**src/rtl/uart_gpio_bridge.sv**
```systemverilog
// UART-controlled GPIO bridge: pad 0 is RX, pad 1 is TX, and pads 2..11 are
// host-programmable GPIO. The host uses 'W' to write outputs, 'E' to write enables and 'R' to read inputs.
module uart_gpio_bridge #(
    parameter int CLKS_PER_BIT = 16
) (
    input  logic        clk,
    input  logic        rst,
    input  logic [11:0] io_in,
    output logic [11:0] io_out,
    output logic [11:0] io_oeb,
    output logic [2:0]  dbg_state
);

    localparam int CW = $clog2(CLKS_PER_BIT);
    localparam logic [CW-1:0] FULL_M1 = CW'(CLKS_PER_BIT - 1);
    localparam logic [CW-1:0] HALF_M1 = CW'(CLKS_PER_BIT / 2 - 1);

    // Handshakes: rx_valid/rx_ferr are single-cycle pulses with no backpressure.
    // tx_start is honoured only while tx_ready is high; one pulse sends one byte.

    logic [11:0] sync1, sync2;
    logic        rx_s;
    logic [9:0]  gpi_s;
    logic        unused_sync;

    // Bit 0 resets high so an idle RX line does not look like a start edge.
    always_ff @(posedge clk or posedge rst) begin
        if (rst) begin
            sync1 <= 12'h001;
            sync2 <= 12'h001;
        end else begin
            sync1 <= io_in;
            sync2 <= sync1;
        end
    end

    assign rx_s        = sync2[0];
    assign gpi_s       = sync2[11:2];
    assign unused_sync = sync2[1];

    typedef enum logic [1:0] {RX_IDLE, RX_START, RX_DATA, RX_STOP} rx_state_t;
    rx_state_t       rx_state;
    logic [CW-1:0]   rx_cnt;
    logic [2:0]      rx_bit;
    logic [7:0]      rx_shift;
    logic            rx_prev;
    logic            rx_valid;
    logic            rx_ferr;
    logic [7:0]      rx_byte;

    always_ff @(posedge clk or posedge rst) begin
        if (rst) begin
            rx_state <= RX_IDLE;
            rx_cnt   <= '0;
            rx_bit   <= '0;
            rx_shift <= '0;
            rx_prev  <= 1'b1;
            rx_valid <= 1'b0;
            rx_ferr  <= 1'b0;
        end else begin
            rx_valid <= 1'b0;
            rx_ferr  <= 1'b0;
            rx_prev  <= rx_s;
            case (rx_state)
                RX_IDLE: begin
                    if (rx_prev && !rx_s) begin
                        rx_state <= RX_START;
                        rx_cnt   <= '0;
                    end
                end
                RX_START: begin
                    if (rx_cnt == HALF_M1) begin
                        rx_cnt   <= '0;
                        rx_bit   <= '0;
                        rx_state <= rx_s ? RX_IDLE : RX_DATA;
                    end else begin
                        rx_cnt <= rx_cnt + 1'b1;
                    end
                end
                RX_DATA: begin
                    if (rx_cnt == FULL_M1) begin
                        rx_cnt   <= '0;
                        rx_shift <= {rx_s, rx_shift[7:1]};
                        if (rx_bit == 3'd7) rx_state <= RX_STOP;
                        else                rx_bit   <= rx_bit + 1'b1;
                    end else begin
                        rx_cnt <= rx_cnt + 1'b1;
                    end
                end
                RX_STOP: begin
                    if (rx_cnt == FULL_M1) begin
                        rx_cnt   <= '0;
                        rx_state <= RX_IDLE;
                        if (rx_s) rx_valid <= 1'b1;
                        else      rx_ferr  <= 1'b1;
                    end else begin
                        rx_cnt <= rx_cnt + 1'b1;
                    end
                end
                default: rx_state <= RX_IDLE;
            endcase
        end
    end

    assign rx_byte = rx_shift;

    logic            tx_busy;
    logic            tx_ready;
    logic            tx_line;
    logic [CW-1:0]   tx_cnt;
    logic [3:0]      tx_idx;
    logic [8:0]      tx_shift;
    logic            tx_start;
    logic [7:0]      tx_data;

    // tx_idx counts the bit being held on the line: 0 = start, 1..8 = data, 9 = stop.
    always_ff @(posedge clk or posedge rst) begin
        if (rst) begin
            tx_busy  <= 1'b0;
            tx_line  <= 1'b1;
            tx_cnt   <= '0;
            tx_idx   <= '0;
            tx_shift <= '1;
        end else if (!tx_busy) begin
            if (tx_start) begin
                tx_busy  <= 1'b1;
                tx_line  <= 1'b0;
                tx_shift <= {1'b1, tx_data};
                tx_cnt   <= '0;
                tx_idx   <= '0;
            end
        end else if (tx_cnt == FULL_M1) begin
            tx_cnt <= '0;
            if (tx_idx == 4'd9) begin
                tx_busy <= 1'b0;
            end else begin
                tx_line  <= tx_shift[0];
                tx_shift <= {1'b1, tx_shift[8:1]};
                tx_idx   <= tx_idx + 1'b1;
            end
        end else begin
            tx_cnt <= tx_cnt + 1'b1;
        end
    end

    assign tx_ready = !tx_busy;

    typedef enum logic [2:0] {P_IDLE, W_HI, W_LO, E_HI, E_LO, R_HI, R_LO, NAK} p_state_t;
    p_state_t    p_state;
    logic [1:0]  hi;
    logic [9:0]  out_reg;
    logic [9:0]  oe_reg;
    logic [9:0]  rd_snap;

    // The !tx_start guard covers the cycle in which the TX has not yet seen the previous pulse.
    always_ff @(posedge clk or posedge rst) begin
        if (rst) begin
            p_state  <= P_IDLE;
            hi       <= '0;
            out_reg  <= '0;
            oe_reg   <= '0;
            rd_snap  <= '0;
            tx_start <= 1'b0;
            tx_data  <= '0;
        end else begin
            tx_start <= 1'b0;
            if (rx_ferr) begin
                p_state <= P_IDLE;
            end else begin
                case (p_state)
                    P_IDLE: begin
                        if (rx_valid) begin
                            case (rx_byte)
                                8'h57:   p_state <= W_HI;
                                8'h45:   p_state <= E_HI;
                                8'h52: begin
                                    rd_snap <= gpi_s;
                                    p_state <= R_HI;
                                end
                                default: p_state <= NAK;
                            endcase
                        end
                    end
                    W_HI, E_HI: begin
                        if (rx_valid) begin
                            hi      <= rx_byte[1:0];
                            p_state <= (p_state == W_HI) ? W_LO : E_LO;
                        end
                    end
                    W_LO: begin
                        if (rx_valid) begin
                            out_reg <= {hi, rx_byte};
                            p_state <= P_IDLE;
                        end
                    end
                    E_LO: begin
                        if (rx_valid) begin
                            oe_reg  <= {hi, rx_byte};
                            p_state <= P_IDLE;
                        end
                    end
                    R_HI: begin
                        if (tx_ready && !tx_start) begin
                            tx_start <= 1'b1;
                            tx_data  <= {6'b0, rd_snap[9:8]};
                            p_state  <= R_LO;
                        end
                    end
                    R_LO: begin
                        if (tx_ready && !tx_start) begin
                            tx_start <= 1'b1;
                            tx_data  <= rd_snap[7:0];
                            p_state  <= P_IDLE;
                        end
                    end
                    NAK: begin
                        if (tx_ready && !tx_start) begin
                            tx_start <= 1'b1;
                            tx_data  <= 8'h3F;
                            p_state  <= P_IDLE;
                        end
                    end
                    default: p_state <= P_IDLE;
                endcase
            end
        end
    end

    assign io_out    = {out_reg, tx_line, 1'b0};
    assign io_oeb    = {~oe_reg, 1'b0, 1'b1};
    assign dbg_state = p_state;

endmodule

```
**config.mk**
```make
export PLATFORM = sky130hd
export DESIGN_NAME = uart_gpio_bridge
export DESIGN_NICKNAME = d
export VERILOG_FILES = /design/src/rtl/uart_gpio_bridge.sv
export SDC_FILE = /design/constraint.sdc
export NUM_CORES = 1
export LEC_CHECK = 0
export CAP_MARGIN = 0
export CORE_AREA = 2 2 95 120
export DETAILED_ROUTE_END_ITERATION = 12
export DIE_AREA = 0 0 97 122
export SLEW_MARGIN = 20
export SYNTH_ARGS = -nofsm -noshare
export SYNTH_HDL_FRONTEND = slang
export SYNTH_SLANG_ARGS = --single-unit
export TNS_END_PERCENT = 20
```
**constraint.sdc**
```tcl
create_clock -name clk -period 4.3 [get_ports clk]
set_input_delay 0.86 -clock clk [delete_from_list [all_inputs] [get_ports clk]]
set_output_delay 0.86 -clock clk [all_outputs]
set_load 0.05 [all_outputs]
```
Word level (Yosys, flattened, before mapping)

Index checks and enable logic that the tools add are counted.

Eq/ne operators: 34
Mux-type cells: 55
Reduce and logical (&&, ||, !) cells: 25
Add/subtract/negate cells: 4
Bitwise logic cells: 2

Operator list:

| operator              | number |
|---|---|
| $mux W4               | 9 |
| $mux W9               | 4 |
| $mux W3               | 10 |
| $eq A8 B7 Y1 const B  | 3 |
| $mux W8               | 3 |
| $pmux W8 S3           | 1 |
| $ne A2 B2 Y1 const B  | 10 |
| $mux W1               | 17 |
| $eq A3 B3 Y1 const B  | 5 |
| $pmux W3 S5           | 1 |
| $reduce_and A5 Y1     | 3 |
| $add A4 B1 Y4 const B | 3 |
| $eq A4 B4 Y1 const B  | 3 |
| $mux W2               | 6 |
| $pmux W4 S3           | 1 |
| $reduce_and A3 Y1     | 4 |
| $not A10 Y10          | 1 |
| $ne A3 B3 Y1 const B  | 3 |
| $pmux W3 S3           | 1 |
| $pmux W2 S4           | 1 |
| $reduce_and A4 Y1     | 2 |
| $reduce_or A2 Y1      | 4 |
| $eq A3 B2 Y1 const B  | 2 |
| $ne A3 B1 Y1 const B  | 2 |
| 16 further kinds      | 21 |

Word-level logic and storage cells: 141
Bits of input ports: 14
Output and inout port bits: 27
Flip-flop bits (word level): 107

Logic depth before layout (Yosys ltp)

Gate-level depths: netlist (run 1).

Word-level depth: 5
Depth in mapped cells: 6
Mapped depth without buffers: 6

Worst setup path before layout (run 1)

No wires, ideal clock.

Kind: flip-flop to flip-flop
Start point: register p_state[1] (netlist: dbg_state[1])
End point: register rd_snap[0]
Period minus slack after synthesis: 1.988 ns
Arrival: 1.863 ns
Library setup time: 0.125 ns
Cell stages (with the launch flop): 7
Path slack: 2.312 ns
Path through: dfrtp_1 buf_2 nor2_2 nand4_1 nor4b_2 buf_6 mux2_2

Word-level cells in the longest chain between the ends: 2

Ends and longest elaborated chain:

| what                        | line | RTL |
|---|---|---|
| start: declaration          | 149  | `p_state_t p_state;` |
| start signal: assignment    | 187  | `p_state <= (p_state == W_HI) ? W_LO : E_LO;` |
| $logic_not A3 Y1            | 170  | `case (p_state)` |
| $reduce_and A4 Y1 (no line) | --   |  |
| end signal: assignment      | 177  | `rd_snap <= gpi_s;` |
| end: declaration            | 153  | `logic [9:0] rd_snap;` |

No other way between the ends.
A chain may end at the register's enable or synchronous reset.

Worst setup path in the final report (run 1)

Start point: register p_state[0] (netlist: dbg_state[0])
End point: output dbg_state[0]

RTL lines:

| what             | line | RTL |
|---|---|---|
| end: declaration | 11   | `output logic [2:0] dbg_state` |

No word-level cell between the ends.

==> results of run 1 <==
[Yosys cell counts, types with 4 or more instances]
library cell / number
sky130_fd_sc_hd__a21oi_1: 14
sky130_fd_sc_hd__buf_4: 4
sky130_fd_sc_hd__clkbuf_1: 5
sky130_fd_sc_hd__dfrtp_1: 92
sky130_fd_sc_hd__dfstp_2: 12
sky130_fd_sc_hd__ha_1: 6
sky130_fd_sc_hd__inv_1: 18
sky130_fd_sc_hd__mux2_2: 44
sky130_fd_sc_hd__mux2i_1: 10
sky130_fd_sc_hd__nand2_1: 29
sky130_fd_sc_hd__nand3_1: 5
sky130_fd_sc_hd__nand4_1: 4
sky130_fd_sc_hd__nor2_1: 22
sky130_fd_sc_hd__nor3_1: 4
sky130_fd_sc_hd__o21ai_0: 25
sky130_fd_sc_hd__xor2_1: 4
[metrics by stage]
step           hold slack (ps)  instances
2_1_floorplan              331        340
3_3_place_gp               332        498
3_5_place_dp               335        498
4_1_cts                    351        514
5_1_grt                    357        514
6_report                   348        514
[per-layer routing]
metal,share of wire,vias up,routed length (um)
met5,0,-,0
met4,0.021,0,140
met3,0.041,10,274
met2,0.50,32,3320
met1,0.44,1196,2950
li1,-,1227,-
[layout make-up]
class                           instances  area (um2)  area share
Clock buffer                            9         225      0.0451
Clock inverter                          7        76.3      0.0153
Timing Repair Buffer                   37         380      0.0762
Tap cell                              135         169      0.0338
Sequential cell                       104        2620       0.524
Multi-Input combinational cell        204        1450       0.291
Inverter                               18        70.1      0.0140
[worst max path at each step]
stage	from	to	slack [ps]	cells after the start
finish	dbg_state[0]$_DFFE_PP0P_	dbg_state[0]	1600	1
floorplan	rst	async pin	730	1
global route	dbg_state[0]$_DFFE_PP0P_	dbg_state[0]	1470	1
detailed placement	rx_byte[3]$_DFFE_PP0P_	rd_snap[8]$_DFFE_PP0P_	1750	4
CTS	dbg_state[0]$_DFFE_PP0P_	dbg_state[0]	1560	1
global placement	rx_byte[3]$_DFFE_PP0P_	rd_snap[8]$_DFFE_PP0P_	1800	4
[cell families (layout without fill, tap and decap cells)]
group / count (synthesis) / after routing / synth area share
fa+ha+maj: 6 / 6 / 0.0179
xor+xnor: 5 / 5 / 0.0104
mux: 54 / 54 / 0.142
simple gates: 84 / 84 / 0.100
buf+inv: 32 / 71 / 0.0349
flops: 104 / 104 / 0.623
compound gates: 52 / 52 / 0.0697
other cells: 2 / 3 / 0.00179
[power by group through the flow]
stage          combinational (mW)  sequential, mW  clock, mW
3_3_place_gp                0.124            1.07          0
4_1_cts                     0.127            1.05      0.844
3_5_place_dp                0.127            1.07          0
5_1_grt                     0.140            1.06      0.881
6_report                    0.123            1.05      0.812
2_1_floorplan               0.113            1.05          0
==> results.txt, run 1 <==
- Outcome: completed
* Worst Path Arrival: 1840 ps
- Of all cell types, the one taking the most synthesized area is sky130_fd_sc_hd__dfrtp_1.
* Total leakage power: 2.24 nW
* Maximum number of pins on one net before global-route repair: 55
- Of the cells placed in the final design, the portion with a size suffix greater than 1 is 0.214.
- Counting both buffers and inverters, the worst setup path holds a total of 1.
- The number of max-slew violations in the final report came to 0.
- After synthesis, the mean cell area works out to about 12 um2.
* Share of the synthesized area in the top cell type: 0.548
- The endpoint identified for the worst register-to-register timing path is rd_snap[8]$_DFFE_PP0P_.
- For the worst setup path, the data required time is 3440 ps.
- In this run the post-CTS setup repair buffer count came out at 0.
- The worst setup path is captured at an output port.
- WHS Path Cells: 0
- Setup repair after global routing left no endpoint under its margin.
- The die covers between 10000 and 15000 um2.
- Subtracting the final worst setup slack from the clock period gives 2700 ps.
- Across all register-to-register paths, the minimum setup slack is 2050 ps.
- Of the total power, combinational logic draws 0.062.
* Number of core rows: 43
- 41 I/O pins were placed.
- Num Clock Sinks: 104
- DRC Markers: 0
- CTS resizes: 0
- Final sum of negative setup slack: 0 ps
* Worst-case headroom to the max-slew limit: 0.502
- Of the total power, the clock network draws 0.408.
* Critical setup path kind: flop to output port
- Highest clock rate: roughly 0.37 GHz
- Grt met3 use: 0.0448
- The first global-routing pass estimated around 12 mm of wire.
* Vias in the first global route: approximately 2500
* Max-capacitance violation count: 0
- Remaining Overflow, GRT: 0
* Clock-pin slew on the worst setup and hold paths: around 70 ps
- The most used flip-flop cell after synthesis is sky130_fd_sc_hd__dfrtp_1.
- Worst slack at placement: between 1500 and 2000 ps
- CTS H-tree depth: 3
- Across every metal layer, demand over resource in global routing totals 0.124.
- Largest delay share family, worst path: buffers and inverters
- 0 antenna diodes ended up in the layout.
- Between clock sinks in the finished design, the worst skew comes to around 9.6 ps.
* Worst-margin pin slew: 743 ps
- The pre-antenna-repair detailed-routing pass consisted of 4 iterations.
* Class of the most critical hold timing path: flop to flop
* Number of antenna violations at the first check in global routing: 0
- The routed layout has 2465 vias.
* Final design utilization: 0.462
- Total power density per cell area: about 400 nW/um2
- Fraction of the yosys area taken by sequential cells: 0.623
* CTS tree: yes
- Peak fanout along the critical path: 14
- Worst Setup Start Kind: flop
- After synthesis, the cell types taking the most area are sky130_fd_sc_hd__dfrtp_1 55%, sky130_fd_sc_hd__mux2_2 12%, sky130_fd_sc_hd__dfstp_2 7.5%.
* Part of the total power dissipated in sequential elements: 0.530
* Net Switching: 0.462 mW
- Once routing completed, OpenROAD measured the worst setup slack at 1600 ps.
- Setup violations remaining at the end of the flow were counted as 0.
- FF-to-FF Start: rx_byte[3]$_DFFE_PP0P_
* Post-synthesis instance area: 4200 um2
- Met1 usage: 0.145
- Hold Path Sink: sync2[8]$_DFF_PP0_
- The worst register-to-register path has a depth of 4.
- The largest individual stage delay along the critical path comes from the cell sky130_fd_sc_hd__clkdlybuf4s50_1.
* Unique cell type count in the Yosys netlist: 43
- Critical path, cell by cell: clkdlybuf4s50_1
- Area of all placed cells without fillers: 4990 um2
- DR vias/cell: 4.80
- The detailed router finished its first iteration with 126 violations.
- Fill count: 996
* Number of hold-slack violations in the final timing report: 0
* Clock tree root buffer cell: sky130_fd_sc_hd__clkbuf_16
- Area growth from synthesis to layout: 18.8%
* Placed standard-cell area: 4680 um2
- Clock tree synthesis inserted a total of 9 buffers.
- Counting flops with a built-in enable in the synthesized netlist gives 0.
- The worst hold path begins at sync1[8]$_DFF_PP0_.
- Yosys printed 0 warnings.
- Synthesis produced a netlist whose cell count is around 340.
- Initial Util: 0.388
- CTS Hold Bufs: 0
- The core region is 10800 um2.
- Longest Clk Path Bufs: 2
* Sw Share: 0.233
* Number of storage elements in the synthesis netlist: 104
* Horizontal die dimension: 97 um
* Most common cell after layout, fill and taps aside: sky130_fd_sc_hd__dfrtp_1
- In the global route stage, met2 resource usage came out at 0.207.
- From bottom edge to top edge, the die measures 122 um.
* Routed wire length: 6.69 mm
- Maximum vdd ir drop: 219 uV
- The clock reaches the later pin of the worst-skew pair after 350 ps.
- Share of the clock period used by the worst path: 0.629
- FFs w/ async S/R, synth: 1.00
- Largest stage delay, worst path: 910 ps
* RePlAce Congestion: 0.747
- Final-stage net count: 394
* Regs by FF count: sync1: 11 flops, sync2: 11 flops
* Average wire per standard cell: 13.0 um
- Detailed placement HPWL: 4.54 mm
- Cell internal power was estimated by the tool at 1.53 mW.
- In the layout the commonest cells are 92 x sky130_fd_sc_hd__dfrtp_1, 44 x sky130_fd_sc_hd__mux2_2, 36 x sky130_fd_sc_hd__clkdlybuf4s50_1.
- The count of nets left with antenna violations once routing finished came out at 0.
- Total power after layout: 1.99 mW
- Count of buffers from port buffering: 36
- The global routing stage identified its most utilized layer as met2.
Power figures use the tool's default switching activity.
==> run 2, diff against run 1 <==
==> constraint.sdc (replaced) <==
create_clock -name clk -period 2.7 [get_ports clk]
set_input_delay 0.54 -clock clk [delete_from_list [all_inputs] [get_ports clk]]
set_output_delay 0.54 -clock clk [all_outputs]
set_load 0.05 [all_outputs]
==> results.txt, run 2 (same netlist as run 1, synthesis figures left out) <==
- Outcome: completed
* Router iterations before antenna repair: 4
- Peak fanout along the critical path: 14
- Leaving out fill and tap cells, the most frequent cell in the layout is sky130_fd_sc_hd__dfrtp_1.
- The total area inside the core boundary comes to 10800 um2.
* Crit. Startpoint: dbg_state[0]$_DFFE_PP0P_
- Final count of pins violating max slew: 0
- Initial Util: 0.388
- Setup violations remaining at the end of the flow were counted as 0.
* Max-capacitance violation count: 0
- Buffers placed on the I/O ports in this run total 36.
* Clock tree root buffer cell: sky130_fd_sc_hd__clkbuf_16
* Longest Clk Path Bufs: 2
* Fraction of layout cells with a size suffix above 1: 0.225
* IO Count: 41
* CTS Hold Bufs: 0
- TritonCTS built the clock tree.
* RePlAce Congestion: 0.707
- Dividing the detail-routed wire length by the instance count gives 13.0 um.
- Unrepaired setup endpoints after global routing: false
- The slowest stage of the critical path is the sky130_fd_sc_hd__clkdlybuf4s50_1 cell.
- Routed wire length: 6.80 mm
- DR vias/cell: 4.90
* Wire length of the first global-routing pass: 11.8 mm
- Cell-internal power: 2.50 mW
- Net Switching: roughly 0.71 mW
- In this run, CTS created clock tree buffers numbering 9.
- Measured against its own limit, the worst slew margin works out to 0.567.
- Required time of the critical path: between 2000 and 2500 ps
* Worst Setup Start Kind: flop
* Global-route usage over all layers: 0.125
* Number of antenna violations at the first check in global routing: 0
- CTS H-tree depth: 3
- For this block, the initial DRC count from the detailed router was 116.
* Num Clock Sinks: 104
* Worst Path Arrival: 1840 ps
- Antenna violation net count after detailed routing: 0
* DIE HEIGHT: 122 um
- Worst-margin pin slew: 645 ps
- The startpoint identified for the worst hold timing path is sync1[9]$_DFF_PP0_.
- At the later pin of the worst-skew pair, clock insertion delay measures 340 ps.
- The total count of hold-check failures in the final report was 0.
- For the worst flop-to-flop path, the logic depth is 5.
* Reg2Reg Setup Slack: 740 ps
* Maximum number of pins on one net before global-route repair: 52
- Clock skew after layout: approximately 9.4 ps
* Final-stage net count: 401
- The library cells used most frequently in the layout, excluding fill and tap cells, are 92 x sky130_fd_sc_hd__dfrtp_1, 44 x sky130_fd_sc_hd__mux2_2, 36 x sky130_fd_sc_hd__clkdlybuf4s50_1.
- In this run the worst hold path is classified as flop to flop.
- Reg area: 2620 um2
* Detailed placement HPWL: 4.73 mm
* Critical setup path kind: flop to output port
* Clock-pin slew on the worst setup and hold paths: approximately 70 ps
- For this design the static power due to leakage is 2.28 nW.
- Critical R2R Capture: rd_snap[8]$_DFFE_PP0P_
- Final design utilization: 0.467
* Remaining Overflow, GRT: 0
- Final critical path time including I/O delays and setup: 2380 ps
* Maximum vdd ir drop: 395 uV
* Power share of the clock group: 0.415
* Largest stage delay, worst path: roughly 900 ps
- The number of gates resized after CTS was 0.
- Kind of end point of the critical path: output port
* Hold Path Sink: sync2[9]$_DFF_PP0_
* Post-CTS Setup Inserts: 0
- Of the total power, the share spent switching nets is 0.221.
- The via count of the first global-routing pass is 2539.
- Horizontal die dimension: 97 um
- The startpoint identified for the worst register-to-register timing path is rx_byte[3]$_DFFE_PP0P_.
* Count of inserted antenna diode cells: 0
- In the finished design, the share of the clock period the worst path needs comes to 0.882.
- The share of total power dissipated in combinational logic is 0.063.
- The area growth from synthesis to layout is 20.2%.
* Critical path, cell by cell: clkdlybuf4s50_1
* Multi-input gate area in the final layout: 1440 um2
- Regs by FF count: sync1: 11 flops, sync2: 11 flops
- After floorplanning, the core was divided into 43 placement rows.
- Largest delay share family, worst path: buffers and inverters
- Full die area: 11800 um2
- Final sum of negative setup slack: 0 ps
- Fill count: 1001
* Highest clock rate: roughly 0.42 GHz
- Total power density per cell area: 637 nW/um2
* Total vias in the final route: between 2000 and 3000
- The number of buffers and inverters on the critical path is 1.
* DRC Markers: 0
- Part of the total power dissipated in sequential elements: 0.522
- Counting instances, the worst hold path has a depth of 0.
[run 2: changes by cell type in the layout (fill, tap and decap cells not counted), sizes merged]
cell	change
buf	+7
clkinv	+1
clkbuf	+3
inv	-4
[run 2: worst max-delay path by stage]
stage                     slack, ps  depth (start not counted)                      to
final                           320                          1            dbg_state[0]
after global routing            220                          1            dbg_state[0]
after CTS                       290                          1            dbg_state[0]
after detailed placement        670                          1            dbg_state[0]
after global placement          680                          1            dbg_state[0]
after floorplan                 710                          6  rd_snap[0]$_DFFE_PP0P_
[run 2: cell type report]
cell class / count / share of cell area
inverter: 18 / 0.0141
multi-input combinational: 204 / 0.285
tap: 135 / 0.0335
sequential: 104 / 0.518
timing repair buffer: 44 / 0.0857
clock inverter: 4 / 0.0102
clock buffer: 12 / 0.0528
[run 2: stage by stage]
step	setup slack [ps]	std cells	power, mW	hold slack [ps]	instance area, um2
after floorplan	712	340	1.85	331	4210
after global placement	675	505	1.90	332	4730
after detailed placement	669	505	1.91	335	4730
after CTS	292	521	3.26	346	5050
after global routing	222	521	3.36	358	5050
final	319	521	3.21	345	5050
[run 2: layer usage]
metal,part of all wire,vias up,wire length (um),GRT usage
li1,-,1247,-,-
met1,0.45,1258,3040,0.155
met2,0.50,38,3410,0.205
met3,0.032,8,219,0.0327
met4,0.018,0,122,0.0607
met5,0,-,0,0
[run 2: power by group through the flow]
| stage | clock (mW) | sequential, mW | combinational, mW |
|---|---|---|---|
| final | 1.33 | 1.68 | 0.201 |
| after global routing | 1.44 | 1.69 | 0.230 |
| after CTS | 1.37 | 1.68 | 0.207 |
| after detailed placement | 0 | 1.70 | 0.207 |
| after global placement | 0 | 1.70 | 0.201 |
| after floorplan | 0 | 1.67 | 0.181 |
[run 2: worst reg2reg max path, stage by stage (launching register included)]
cell,delay (ps)
sky130_fd_sc_hd__dfrtp_1,420
sky130_fd_sc_hd__nor4b_2,350
sky130_fd_sc_hd__nand4_1,190
sky130_fd_sc_hd__nor4b_2,300
sky130_fd_sc_hd__buf_4,240
sky130_fd_sc_hd__mux2_2,350
